### src/rtl/led_pkg.sv
// Shared constants and types for the LED fade driver.
// Holds brightness limits, PWM period end and prescaler width.
package led_pkg;

    localparam int PRESC_W = 20;

    typedef logic [3:0]         level_t;
    typedef logic [PRESC_W-1:0] presc_t;

    localparam level_t LEVEL_MAX = 4'd15;
    localparam level_t PWM_LAST  = 4'd14;

endpackage

### src/rtl/led_fade_channel.sv
// One LED channel: brightness level with decay, and the PWM comparator.
// Ports: clk, rst_ni (sync, active-low), req_i, tick_i, pwm_i, led_o.
module led_fade_channel
    import led_pkg::*;
(
    input  logic   clk,
    input  logic   rst_ni,
    input  logic   req_i,
    input  logic   tick_i,
    input  level_t pwm_i,
    output logic   led_o
);

    level_t level_q;
    level_t level_d;
    logic   led_q;

    // A request always wins over a decay step in the same cycle.
    always_comb begin
        level_d = level_q;
        if (req_i) begin
            level_d = LEVEL_MAX;
        end else if (tick_i && (level_q != '0)) begin
            level_d = level_q - 1'b1;
        end
    end

    always_ff @(posedge clk) begin
        if (!rst_ni) begin
            level_q <= '0;
            led_q   <= 1'b0;
        end else begin
            level_q <= level_d;
            led_q   <= (level_q > pwm_i);
        end
    end

    assign led_o = led_q;

endmodule

### src/rtl/led_fade_driver.sv
// Eight-channel LED fader: requests light an LED fully, then it decays.
// Ports: clk, NOTRESET (sync, active-low), PATTERN[7:0], LED7..LED0.
module led_fade_driver
    import led_pkg::*;
#(
    parameter int unsigned DECAY_DIV = 800000
) (
    input  logic       clk,
    input  logic       NOTRESET,
    input  logic [7:0] PATTERN,
    output logic       LED7,
    output logic       LED6,
    output logic       LED5,
    output logic       LED4,
    output logic       LED3,
    output logic       LED2,
    output logic       LED1,
    output logic       LED0
);

    localparam presc_t PRESC_LAST = presc_t'(DECAY_DIV - 1);

    logic [7:0] pat_q;
    presc_t     presc_q;
    presc_t     presc_d;
    level_t     pwm_q;
    level_t     pwm_d;
    logic       tick;
    logic [7:0] led_vec;

    // With DECAY_DIV=1 the prescaler sits at 0 and ticks every cycle.
    assign tick = (presc_q == PRESC_LAST);

    always_comb begin
        presc_d = presc_q + 1'b1;
        if (tick) begin
            presc_d = '0;
        end
        pwm_d = pwm_q + 1'b1;
        if (pwm_q == PWM_LAST) begin
            pwm_d = '0;
        end
    end

    always_ff @(posedge clk) begin
        if (!NOTRESET) begin
            pat_q   <= '0;
            presc_q <= '0;
            pwm_q   <= '0;
        end else begin
            pat_q   <= PATTERN;
            presc_q <= presc_d;
            pwm_q   <= pwm_d;
        end
    end

    for (genvar n = 0; n < 8; n++) begin : g_ch
        led_fade_channel u_ch (
            .clk    (clk),
            .rst_ni (NOTRESET),
            .req_i  (pat_q[n]),
            .tick_i (tick),
            .pwm_i  (pwm_q),
            .led_o  (led_vec[n])
        );
    end

    assign LED0 = led_vec[0];
    assign LED1 = led_vec[1];
    assign LED2 = led_vec[2];
    assign LED3 = led_vec[3];
    assign LED4 = led_vec[4];
    assign LED5 = led_vec[5];
    assign LED6 = led_vec[6];
    assign LED7 = led_vec[7];

endmodule

### config.mk
export PLATFORM = sky130hd
export DESIGN_NAME = led_fade_driver
export DESIGN_NICKNAME = d
export VERILOG_FILES = /design/src/rtl/led_pkg.sv /design/src/rtl/led_fade_channel.sv /design/src/rtl/led_fade_driver.sv
export SDC_FILE = /design/constraint.sdc
export NUM_CORES = 1
export LEC_CHECK = 0
export ABC_AREA = 0
export CAP_MARGIN = 20
export CELL_PAD_IN_SITES_DETAIL_PLACEMENT = 1
export CELL_PAD_IN_SITES_GLOBAL_PLACEMENT = 1
export CORE_MARGIN = 2
export CORE_UTILIZATION = 30
export DETAILED_ROUTE_END_ITERATION = 6
export PLACE_DENSITY_LB_ADDON = 0.08
export REMOVE_ABC_BUFFERS = 1
export SKIP_CTS_REPAIR_TIMING = 1
export SKIP_LAST_GASP = 1
export SLEW_MARGIN = 5
export SYNTH_ARGS = -nofsm -noshare
export SYNTH_HDL_FRONTEND = slang
export SYNTH_HIERARCHICAL = 1
export SYNTH_SLANG_ARGS = --single-unit
### constraint.sdc
create_clock -name clk -period 3.8 [get_ports clk]
set_clock_uncertainty 0.05 [all_clocks]
set_input_delay 0.76 -clock clk [delete_from_list [all_inputs] [get_ports clk]]
set_output_delay 0.76 -clock clk [all_outputs]
set_load 0.02 [all_outputs]
==> summary.txt <==
====================================================================================
Hold violation total from the final report                                         0
Number of synthesized register bits                                               72
Routed length per placed instance                                            13.7 um
Number of endpoints failing setup at the final stage                               0
Total negative slack for setup checks                                           0 ps
Power after layout                                                           1.98 mW
Starting utilization of the core area                                          31.1%
Count of TritonRoute iterations in the first routing pass                          4
Achievable clock frequency                                                 0.366 GHz
Final critical delay including setup and external delays                     2730 ps
Fraction of power consumed by the clock network                                43.2%
CP Cell Sequence                                                        ha_1, nand3_2, or3_4, nor2_2, buf_4, or4b_4, o311a_1
Fin. max-slew vios                                                                 0
Clock network latency to the later pin of the worst-skew pair                 340 ps
Total routed wirelength                                                      8870 um
Post-DP HPWL                                                                 6230 um
Num ports                                                                         18
Worst IR Drop VDD                                                             165 uV
First-pass GRT wire length                                                  15600 um
Layout Cell Area excl Fill                                                  4640 um2
Required time at the endpoint of the critical path                           3980 ps
Die span in x                                                                 119 um
Power density normalized to cell area                                     428 nW/um2
CTS tree                                                                       built
Start point of the worst hold path                                        presc_q[0]
Setup repair after global routing missed its margin                            false
Final Util                                                                     36.4%
Leakage power summed over all cells                                          1.71 nW
Post-route worst hold slack                                                   434 ps
Count of filler cells inserted in the layout                                    1530
Post-synthesis cell type with the largest combined area                      dfxtp_1
CTS Root Cell                                                              clkbuf_16
Number of buffer and inverter instances along the worst setup path                 1
Combinational Power Share                                                      13.7%
Capturing element type of the critical path                                flip-flop
Global Route Usage Sum                                                         13.8%
Worst hold path class                                                        reg2reg
Largest buffer count on any clock path                                             2
Worst slew pin tran                                                           816 ps
Proportion of netlist area held by the largest area contributor                36.5%
Largest net degree at the start of global routing                                 41
Number of nets still failing antenna checks after routing                          0
Starting DRT DRC Count                                                            59
Global route total overflow                                                        0
Number of levels the H-tree was split into                                         3
Count of nets after finishing                                                    523
Worst Hold End                                                            presc_q[0]
Final weighted congestion in routability-driven placement                      0.743
Internal cell power                                                          1.45 mW
CP startpoint kind                                                         flip-flop
Total die area                                                             14100 um2
Worst R2R Path Depth                                                               7
Capturing point of the worst reg2reg path                               g_ch[4].u_ch/level_q[3]
Sequential cell area                                                        1440 um2
Critical Path AT                                                             2910 ps
Core footprint                                                             12700 um2
Worst reg2reg path startpoint                                             presc_q[0]
Critical-path cell with the highest stage delay                               or4b_4
Antenna violations before repair                                                   0
Max-slew headroom at the worst pin                                             45.6%
Overall via count from detail_route                                             3214
Cts bufs inserted                                                                  9
Crit path max-delay family                                              simple AND/OR/NAND/NOR gates
Flop pwr share                                                                 43.1%
Synthesis Warnings                                                                 6
Unique masters post-synth                                                         40
Maximum single-stage delay on the critical path                               520 ps
Result of the run                                                       finished clean
NetSw                                                                       0.540 mW
Synth area leaders                                                      dfxtp_1, ha_1, inv_1
Share of flip-flops with an asynchronous set or reset after synthesis             0%
Sequential cell area fraction in the yosys report                              36.5%
Synthesis-to-finish area growth                                                17.3%
Detailed-route DRC error count                                                     0
Number of standard-cell rows in the floorplan                                     41
Area occupied by multi-input gates                                          2300 um2
Worst hold path cell count                                                         1
Vias per cell                                                                   4.97
Ant. Diodes                                                                        0
Worst setup path class                                                       reg2reg
Number of input and output port buffers inserted                                  17
DP Area                                                                     4340 um2
Number of sinks on the clock net                                                  72
Maximum fanout encountered on the critical timing path                            40
Share of cells above drive strength 1                                          9.47%
Number of flops mapped to enable cells by yosys                                    0
Share of the cycle needed by the critical path after routing                   71.8%
Clock transition at the registers of the reported paths                        60 ps
Vertical die dimension                                                        119 um
Top FF cell, synth                                                           dfxtp_1
Cells after synthesis                                                            442
Max-capacitance violation count                                                    0
Number of global-route vias before repair                                       3393
R2r setup slk                                                                1070 ps
Post-synthesis instance area                                                3950 um2
Switching portion of total power                                               27.2%
Mean cell area of the mapped netlist                                        8.94 um2
====================================================================================
[flip-flops by register name (all words and copies together) (netlist names)]
| signal | flops |
|---|---|
| g_ch.u_ch/level_q | 32 |
| presc_q | 20 |
| g_ch.u_ch/led_o | 8 |
| pat_q | 8 |
| pwm_q | 4 |
[area by class of cell]
class	count	share of cell area, %
multi-input combinational	313	49.5
sequential	72	31.1
clock buffer	9	4.86
tap	172	4.64
inverter	55	4.45
timing repair buffer	19	3.89
clock inverter	7	1.57
[synth_stat cells (9+ instances only)]
library cell	n
nor3_1	12
xnor2_1	10
o31a_1	16
nand3_1	13
a21oi_1	21
and2_1	9
nor2_1	48
o21ai_0	10
nand4_1	14
ha_1	43
dfxtp_1	72
nand2_1	23
inv_1	55
[worst max path at each step]
| stage | startpoint | endpoint | slack [ps] | cells after the start |
|---|---|---|---|---|
| final | presc_q[0] | g_ch[4].u_ch/level_q[3] | 1070 | 7 |
| after global routing | presc_q[0] | g_ch[2].u_ch/level_q[3] | 940 | 7 |
| after CTS | presc_q[0] | g_ch[3].u_ch/level_q[3] | 1040 | 7 |
| after detailed placement | presc_q[0] | g_ch[2].u_ch/level_q[3] | 1060 | 7 |
| after global placement | presc_q[0] | g_ch[2].u_ch/level_q[3] | 1130 | 7 |
| after floorplan | presc_q[0] | g_ch[0].u_ch/level_q[3] | 530 | 6 |
[worst reg2reg max path, stage by stage (launching register included)]
cell and delay (ps):
dfxtp_1 390, ha_1 220, nand3_2 170, or3_4 440
nor2_2 110, buf_4 350, or4b_4 560, o311a_1 340
[power groups by stage]
stage | Sequential, mW | Combinational [mW] | Clock (mW)
3_3_place_gp | 0.874 | 0.265 | 0
3_5_place_dp | 0.875 | 0.276 | 0
5_1_grt | 0.866 | 0.314 | 0.921
2_1_floorplan | 0.870 | 0.176 | 0
4_1_cts | 0.858 | 0.278 | 0.891
6_report | 0.856 | 0.271 | 0.858
[layout by cell type, fill, tap and decap left out, types with 3 or more instances in the layout]
cell / instances
ha_1: 43
dfxtp_1: 72
and2_1: 9
nor3_1: 12
inv_1: 55
o21ai_0: 10
o221a_2: 8
or4b_4: 8
xnor2_1: 10
nand2_1: 23
a21oi_1: 21
nand4_1: 14
nand3_1: 13
clkdlybuf4s50_1: 16
o21a_1: 8
nor3b_1: 8
o211ai_1: 8
clkbuf_16: 9
a21boi_0: 8
nand3b_1: 8
o311a_1: 8
nor2b_1: 8
nor2_1: 47
xor2_1: 4
o31a_1: 16
nor4_1: 3
[cells by family after synthesis]
group	count (synthesis)	share of synthesized area (%)
XOR/XNOR	14	3.10
AO/OA/AOI/OAI	93	17.6
buffers and inverters	57	5.51
AND/OR/NAND/NOR	162	23.4
flip-flops	72	36.5
multiplexers	1	0.253
adder cells (fa/ha/maj)	43	13.6
[routing by layer]
| metal | wire (um) | track usage (%) |
|---|---|---|
| met3 | 193 | 2.85 |
| met4 | 193 | 6.92 |
| met5 | 0 | 0 |
| met1 | 4220 | 15.8 |
| met2 | 4270 | 24.1 |
[through the flow]
step	worst slack [ps]	cells
2_1_floorplan	528	440
3_3_place_gp	1130	631
3_5_place_dp	1060	631
4_1_cts	1040	647
5_1_grt	936	647
6_report	1070	647
Note: power is estimated with default switching activity, not from simulation.
